[config.mk]
export PLATFORM = sky130hd
export DESIGN_NAME = id_ex_stage_flat
export DESIGN_NICKNAME = d
export VERILOG_FILES = /design/src/rtl/id_ex_if.sv /design/src/rtl/id_ex_stage.sv /design/src/flat_wrapper.sv
export SDC_FILE = /design/constraint.sdc
export NUM_CORES = 1
export LEC_CHECK = 0
export BUFFER_PORTS_ARGS = -buffer_cell sky130_fd_sc_hd__buf_2
export CAP_MARGIN = 30
export CORE_AREA = 4 4 128 130
export DETAILED_ROUTE_END_ITERATION = 16
export DIE_AREA = 0 0 132 134
export PLACE_DENSITY_LB_ADDON = 0.25
export SLEW_MARGIN = 10
export SYNTH_ARGS = -nofsm -noshare
export SYNTH_HDL_FRONTEND = slang
export SYNTH_SLANG_ARGS = --single-unit
export TNS_END_PERCENT = 1
[constraint.sdc]
create_clock -name clk_i -period 4.65 [get_ports clk_i]
set_input_delay 0.93 -clock clk_i [delete_from_list [all_inputs] [get_ports clk_i]]
set_output_delay 0.93 -clock clk_i [all_outputs]
set_load 0.01 [all_outputs]
[src/rtl/id_ex_if.sv]
// Decode-to-execute boundary bundle for the ID/EX register: decode-side fields in,
// execute/forwarding-side registered copies and hazard status out.
interface id_ex_if #(
    parameter int XLEN  = 32,
    parameter int RA_W  = 5,
    parameter int CNT_W = 16
);
    logic             stall_i;
    logic             flush_i;
    logic             ID_valid_i;
    logic [XLEN-1:0]  ID_PC_i;
    logic [XLEN-1:0]  ID_RS1_data_i;
    logic [XLEN-1:0]  ID_RS2_data_i;
    logic [XLEN-1:0]  ID_Imm_i;
    logic [RA_W-1:0]  ID_RS1_i;
    logic [RA_W-1:0]  ID_RS2_i;
    logic [RA_W-1:0]  ID_RD_i;
    logic             ID_uses_RS1_i;
    logic             ID_uses_RS2_i;
    logic [8:0]       ID_ctrl_i;
    logic [3:0]       ID_funct_i;

    logic             EX_valid_o;
    logic [XLEN-1:0]  EX_PC_o;
    logic [XLEN-1:0]  EX_RS1_data_o;
    logic [XLEN-1:0]  EX_RS2_data_o;
    logic [XLEN-1:0]  EX_Imm_o;
    logic [RA_W-1:0]  EX_RS1_o;
    logic [RA_W-1:0]  EX_RS2_o;
    logic [RA_W-1:0]  EX_RD_o;
    logic [8:0]       EX_ctrl_o;
    logic [3:0]       EX_funct_o;
    logic             load_use_stall_o;
    logic [CNT_W-1:0] bubble_cnt_o;

    modport master (
        output stall_i, flush_i, ID_valid_i, ID_PC_i, ID_RS1_data_i, ID_RS2_data_i,
               ID_Imm_i, ID_RS1_i, ID_RS2_i, ID_RD_i, ID_uses_RS1_i, ID_uses_RS2_i,
               ID_ctrl_i, ID_funct_i,
        input  EX_valid_o, EX_PC_o, EX_RS1_data_o, EX_RS2_data_o, EX_Imm_o,
               EX_RS1_o, EX_RS2_o, EX_RD_o, EX_ctrl_o, EX_funct_o,
               load_use_stall_o, bubble_cnt_o
    );

    modport slave (
        input  stall_i, flush_i, ID_valid_i, ID_PC_i, ID_RS1_data_i, ID_RS2_data_i,
               ID_Imm_i, ID_RS1_i, ID_RS2_i, ID_RD_i, ID_uses_RS1_i, ID_uses_RS2_i,
               ID_ctrl_i, ID_funct_i,
        output EX_valid_o, EX_PC_o, EX_RS1_data_o, EX_RS2_data_o, EX_Imm_o,
               EX_RS1_o, EX_RS2_o, EX_RD_o, EX_ctrl_o, EX_funct_o,
               load_use_stall_o, bubble_cnt_o
    );
endinterface

[src/rtl/id_ex_stage.sv]
// ID/EX pipeline register with load-use hazard detection: a load in EX whose
// destination is read by the ID instruction turns the next EX slot into a bubble.
module id_ex_stage #(
    parameter int XLEN  = 32,
    parameter int RA_W  = 5,
    parameter int CNT_W = 16
) (
    input  logic   clk_i,
    input  logic   rst_i,
    id_ex_if.slave bus
);
    localparam int MEMREAD_BIT = 7;

    function automatic logic [CNT_W-1:0] sat_inc(input logic [CNT_W-1:0] v);
        return (&v) ? v : v + CNT_W'(1);
    endfunction

    logic             vld_p1;
    logic [XLEN-1:0]  pc_p1;
    logic [XLEN-1:0]  rs1_data_p1;
    logic [XLEN-1:0]  rs2_data_p1;
    logic [XLEN-1:0]  imm_p1;
    logic [RA_W-1:0]  rs1_p1;
    logic [RA_W-1:0]  rs2_p1;
    logic [RA_W-1:0]  rd_p1;
    logic [8:0]       ctrl_p1;
    logic [3:0]       funct_p1;
    logic [CNT_W-1:0] bubble_cnt;
    logic             hazard;
    logic             load_use;

    always_comb begin
        hazard   = 1'b0;
        load_use = 1'b0;
        hazard = vld_p1 & ctrl_p1[MEMREAD_BIT] & (rd_p1 != '0) & bus.ID_valid_i &
                 ((bus.ID_uses_RS1_i & (bus.ID_RS1_i == rd_p1)) |
                  (bus.ID_uses_RS2_i & (bus.ID_RS2_i == rd_p1)));
        // A flushed ID instruction never executes, so it cannot be a consumer.
        load_use = hazard & ~bus.flush_i;
    end

    // ---- ID -> EX register boundary ----
    always_ff @(posedge clk_i) begin
        if (rst_i) begin
            vld_p1      <= 1'b0;
            pc_p1       <= '0;
            rs1_data_p1 <= '0;
            rs2_data_p1 <= '0;
            imm_p1      <= '0;
            rs1_p1      <= '0;
            rs2_p1      <= '0;
            rd_p1       <= '0;
            ctrl_p1     <= '0;
            funct_p1    <= '0;
            bubble_cnt  <= '0;
        end else if (!bus.stall_i) begin
            pc_p1       <= bus.ID_PC_i;
            rs1_data_p1 <= bus.ID_RS1_data_i;
            rs2_data_p1 <= bus.ID_RS2_data_i;
            imm_p1      <= bus.ID_Imm_i;
            rs1_p1      <= bus.ID_RS1_i;
            rs2_p1      <= bus.ID_RS2_i;
            funct_p1    <= bus.ID_funct_i;
            if (bus.flush_i || load_use) begin
                vld_p1  <= 1'b0;
                ctrl_p1 <= '0;
                rd_p1   <= '0;
                if (load_use)
                    bubble_cnt <= sat_inc(bubble_cnt);
            end else begin
                vld_p1  <= bus.ID_valid_i;
                ctrl_p1 <= bus.ID_valid_i ? bus.ID_ctrl_i : 9'd0;
                rd_p1   <= bus.ID_RD_i;
            end
        end
    end

    assign bus.EX_valid_o       = vld_p1;
    assign bus.EX_PC_o          = pc_p1;
    assign bus.EX_RS1_data_o    = rs1_data_p1;
    assign bus.EX_RS2_data_o    = rs2_data_p1;
    assign bus.EX_Imm_o         = imm_p1;
    assign bus.EX_RS1_o         = rs1_p1;
    assign bus.EX_RS2_o         = rs2_p1;
    assign bus.EX_RD_o          = rd_p1;
    assign bus.EX_ctrl_o        = ctrl_p1;
    assign bus.EX_funct_o       = funct_p1;
    assign bus.load_use_stall_o = load_use;
    assign bus.bubble_cnt_o     = bubble_cnt;
endmodule

[src/flat_wrapper.sv]
// flat-port wrapper written by rule: the top's interface ports become plain ports
module id_ex_stage_flat 
#(
    parameter int XLEN  = 32,
    parameter int RA_W  = 5,
    parameter int CNT_W = 16
)
  (clk_i, rst_i, bus_stall_i, bus_flush_i, bus_ID_valid_i, bus_ID_PC_i, bus_ID_RS1_data_i, bus_ID_RS2_data_i, bus_ID_Imm_i, bus_ID_RS1_i, bus_ID_RS2_i, bus_ID_RD_i, bus_ID_uses_RS1_i, bus_ID_uses_RS2_i, bus_ID_ctrl_i, bus_ID_funct_i, bus_EX_valid_o, bus_EX_PC_o, bus_EX_RS1_data_o, bus_EX_RS2_data_o, bus_EX_Imm_o, bus_EX_RS1_o, bus_EX_RS2_o, bus_EX_RD_o, bus_EX_ctrl_o, bus_EX_funct_o, bus_load_use_stall_o, bus_bubble_cnt_o);
  id_ex_if #(.XLEN(XLEN), .RA_W(RA_W), .CNT_W(CNT_W)) bus_i ();
  input  logic clk_i;
  input  logic rst_i;
  input wire logic [$bits(bus_i.stall_i)-1:0] bus_stall_i;
  input wire logic [$bits(bus_i.flush_i)-1:0] bus_flush_i;
  input wire logic [$bits(bus_i.ID_valid_i)-1:0] bus_ID_valid_i;
  input wire logic [$bits(bus_i.ID_PC_i)-1:0] bus_ID_PC_i;
  input wire logic [$bits(bus_i.ID_RS1_data_i)-1:0] bus_ID_RS1_data_i;
  input wire logic [$bits(bus_i.ID_RS2_data_i)-1:0] bus_ID_RS2_data_i;
  input wire logic [$bits(bus_i.ID_Imm_i)-1:0] bus_ID_Imm_i;
  input wire logic [$bits(bus_i.ID_RS1_i)-1:0] bus_ID_RS1_i;
  input wire logic [$bits(bus_i.ID_RS2_i)-1:0] bus_ID_RS2_i;
  input wire logic [$bits(bus_i.ID_RD_i)-1:0] bus_ID_RD_i;
  input wire logic [$bits(bus_i.ID_uses_RS1_i)-1:0] bus_ID_uses_RS1_i;
  input wire logic [$bits(bus_i.ID_uses_RS2_i)-1:0] bus_ID_uses_RS2_i;
  input wire logic [$bits(bus_i.ID_ctrl_i)-1:0] bus_ID_ctrl_i;
  input wire logic [$bits(bus_i.ID_funct_i)-1:0] bus_ID_funct_i;
  output wire logic [$bits(bus_i.EX_valid_o)-1:0] bus_EX_valid_o;
  output wire logic [$bits(bus_i.EX_PC_o)-1:0] bus_EX_PC_o;
  output wire logic [$bits(bus_i.EX_RS1_data_o)-1:0] bus_EX_RS1_data_o;
  output wire logic [$bits(bus_i.EX_RS2_data_o)-1:0] bus_EX_RS2_data_o;
  output wire logic [$bits(bus_i.EX_Imm_o)-1:0] bus_EX_Imm_o;
  output wire logic [$bits(bus_i.EX_RS1_o)-1:0] bus_EX_RS1_o;
  output wire logic [$bits(bus_i.EX_RS2_o)-1:0] bus_EX_RS2_o;
  output wire logic [$bits(bus_i.EX_RD_o)-1:0] bus_EX_RD_o;
  output wire logic [$bits(bus_i.EX_ctrl_o)-1:0] bus_EX_ctrl_o;
  output wire logic [$bits(bus_i.EX_funct_o)-1:0] bus_EX_funct_o;
  output wire logic [$bits(bus_i.load_use_stall_o)-1:0] bus_load_use_stall_o;
  output wire logic [$bits(bus_i.bubble_cnt_o)-1:0] bus_bubble_cnt_o;
  assign bus_i.stall_i = bus_stall_i;
  assign bus_i.flush_i = bus_flush_i;
  assign bus_i.ID_valid_i = bus_ID_valid_i;
  assign bus_i.ID_PC_i = bus_ID_PC_i;
  assign bus_i.ID_RS1_data_i = bus_ID_RS1_data_i;
  assign bus_i.ID_RS2_data_i = bus_ID_RS2_data_i;
  assign bus_i.ID_Imm_i = bus_ID_Imm_i;
  assign bus_i.ID_RS1_i = bus_ID_RS1_i;
  assign bus_i.ID_RS2_i = bus_ID_RS2_i;
  assign bus_i.ID_RD_i = bus_ID_RD_i;
  assign bus_i.ID_uses_RS1_i = bus_ID_uses_RS1_i;
  assign bus_i.ID_uses_RS2_i = bus_ID_uses_RS2_i;
  assign bus_i.ID_ctrl_i = bus_ID_ctrl_i;
  assign bus_i.ID_funct_i = bus_ID_funct_i;
  assign bus_EX_valid_o = bus_i.EX_valid_o;
  assign bus_EX_PC_o = bus_i.EX_PC_o;
  assign bus_EX_RS1_data_o = bus_i.EX_RS1_data_o;
  assign bus_EX_RS2_data_o = bus_i.EX_RS2_data_o;
  assign bus_EX_Imm_o = bus_i.EX_Imm_o;
  assign bus_EX_RS1_o = bus_i.EX_RS1_o;
  assign bus_EX_RS2_o = bus_i.EX_RS2_o;
  assign bus_EX_RD_o = bus_i.EX_RD_o;
  assign bus_EX_ctrl_o = bus_i.EX_ctrl_o;
  assign bus_EX_funct_o = bus_i.EX_funct_o;
  assign bus_load_use_stall_o = bus_i.load_use_stall_o;
  assign bus_bubble_cnt_o = bus_i.bubble_cnt_o;
  id_ex_stage #(.XLEN(XLEN), .RA_W(RA_W), .CNT_W(CNT_W)) u_core (.clk_i(clk_i), .rst_i(rst_i), .bus(bus_i));
endmodule
==> results.toml <==
[placed_design]
gp_congestion = 0.7777
hpwl_um = 12950
io_buffer_count = 336
dp_cells = 1112

[sta]
rsz0062_at_grt = "false"
timing.final.crit_period_ps = 2946
finalHoldViolations = 0
tns_ps = 0
finalSetupViolCount = 0
worstMarginPinSlew_ps = 840.9
slew_headroom = 0.4394
max_freq_mhz = 339.4
skew_ps = 9.297
period_share = 0.6336
drv_slew = 0

[floorplan]
fp.dieArea_sq_um = 17690
rows = 45
initial_core_util = 0.4278
core_sq_um = 15150
die_w_um = 132
die_h_um = 134
ios = 337

[routing]
ant_nets = 0
dr.pass1.iters = 6
avgRoutedWirePerCell_um = 15.45
viasPerCell = 4.825
drc = 0
drt_wl_total_um = 17690
vias = 5525
drt_first_iter_violations = 203

[synthesis]
synth_xor_xnor_area_share = 0.01352
synth.area.top_cells = "dfxtp_1 53%, mux2i_1 22%, nor2_1 8.8%"
ys_types = 36
synth_edf_count = 0
synth_nets = 789
synth.largest_area_cell = "dfxtp_1"
yosysWarnings = 0
syn_area_per_cell_sq_um = 10.37
synthAdderAreaFrac = 0.001931
synth_seq_area_share = 0.5345
synth-simple-area-share = 0.1342
synth_top_cell_area_share = 0.5345
ys_ff_latch = 173
synth-compound-area-share = 0.06005
async_reset_ff_frac = 0
yosysMostFrequentCell = "dfxtp_1"
ys.flop_type = "dfxtp_1"
synth_area_sq_um = 6480
yosys-top-cells-count = "173 x dfxtp_1, 152 x nor2_1, 142 x mux2i_1"
syn_inst = 625
synth_top_family_by_area = "multiplexers"
synthMuxAreaShare = 0.2257

[cts]
cts_setup_buffers = 0
clock_tree.root_cell = "clkbuf_16"
htreeDepth = 4
clk_pin_slew_ps = 60
clockBufferDepth = 2
hold_buffers = 0
cts_tree = "yes"
cts_buffers = 17
cts_resized = 0
cts_sinks = 173
clock_latency_ps = 420

[global_route]
grt_util_all_layers = 0.1908
grt_pass1_vias = 5304
grt-ovfl-total = 0
grt_pass1_wl_um = 27310
grt_max_degree = 79
antenna_found_initial = 0

[hold_path]
hp-start = "u_core.bus.EX_ctrl_o[8]"
hp-class = "reg -> reg"

[setup_path]
critPathLaunchType = "input pin"
worstPathArrival_ps = 2020
criticalPathCategory = "in -> out"
cp-startpoint = "bus_ID_RS2_i[3]"
timing.rr.start = "u_core.bus.EX_RD_o[3]"
crit_path_end_kind = "output port"
critical_path.max_fanout = 3
worstPathRequired_ps = 3720

[status]
outcome = "complete, no violations"

[power_and_ir_drop]
design_power_total_mw = 3.295
max-vdd-ir-drop_v = 0.0002366
power_density_nw_per_um2 = 374.0
leakage_nw = 4.516

[job]
maxCapViolCount = 0

[cells_and_area]
fin_cells = 1145
nNetsFinal = 1108
diodes = 0
nFillCells = 1376
drive_gt1_frac = 0.3960
syn_to_final_growth_pct = 35.97
## through the flow
| step | util | setup slack, ps | hold slack (ps) | area, sq um |
|---|---|---|---|---|
| after floorplan | - | 1999 | 508.0 | 6480 |
| after global routing | 0.5817 | 1554 | 500.6 | 8811 |
| after detailed placement | 0.5451 | 1712 | 465.6 | 8257 |
| after global placement | 0.5451 | 1715 | 458.6 | 8257 |
| after CTS | 0.5812 | 1709 | 483.9 | 8803 |
| final | 0.5817 | 1704 | 477.5 | 8811 |
## worst paths after layout
path	to	slack, ps	depth (start not counted)
worst max register to register	u_core.bus.bubble_cnt_o[8]	2490	5
worst min-delay path	u_core.bus.EX_ctrl_o[8]	480	1
worst max-delay path	bus_load_use_stall_o	1700	7
worst min register to register	u_core.bus.EX_ctrl_o[8]	480	1
## flip-flops by register name, summed over array words and instances, names as in the netlist, 5 cells and up
name                      cells
u_core.bus.EX_Imm_o          32
u_core.bus.EX_PC_o           32
u_core.bus.EX_RS1_data_o     32
u_core.bus.EX_RS1_o           5
u_core.bus.EX_RS2_o           5
u_core.bus.bubble_cnt_o      16
u_core.bus.EX_ctrl_o          9
u_core.bus.EX_RS2_data_o     32
u_core.bus.EX_RD_o            5
## critical path, cell delays in order
cell and delay [ps]:
buf_2 110, xnor2_1 170, nand4_1 150, o22ai_1 320
nand2_1 100, nor2_1 90, buf_2 140
## layout by cell type (no fill, tap or decap), types with 7 or more instances in the layout
cell	n
nand2_1	10
o31ai_1	9
a21oi_1	13
clkbuf_16	17
or4_1	9
nand4_1	8
mux2i_1	142
nand3_1	7
xnor2_1	10
a22o_1	14
buf_2	334
dfxtp_1	173
nor2_1	152
## where the power goes
part | switching, mW | total [mW] | internal [mW]
clock network | 0.568 | 1.32 | 0.749
registers | 0.0393 | 1.60 | 1.56
logic | 0.196 | 0.379 | 0.183
## kinds of logic after synthesis
kind of cell | after synthesis
AO/OA/AOI/OAI | 50
adder cells (fa/ha/maj) | 1
buffers and inverters | 43
flip-flops | 173
AND/OR/NAND/NOR | 203
XOR/XNOR | 10
multiplexers | 145
## area by class of cell
type                            instances  area (sq um)  share of cell area
Clock buffer                           22         454.2             0.05155
Clock inverter                         10         92.59             0.01051
Tap cell                              188         235.2             0.02670
Multi-Input combinational cell        409          2821              0.3202
Timing Repair Buffer                  340          1733              0.1967
Inverter                                3         11.26            0.001278
Sequential cell                       173          3463              0.3931
## layer usage
metal  vias to the layer above  GRT usage  wire length (um)
li1                       2788          -                 -
met1                      2493     0.2121              7040
met2                       216     0.3235              8607
met3                        28    0.08327              1670
met4                         0    0.07351               372
met5                         -          0                 0
Power figures use the tool's default switching activity.
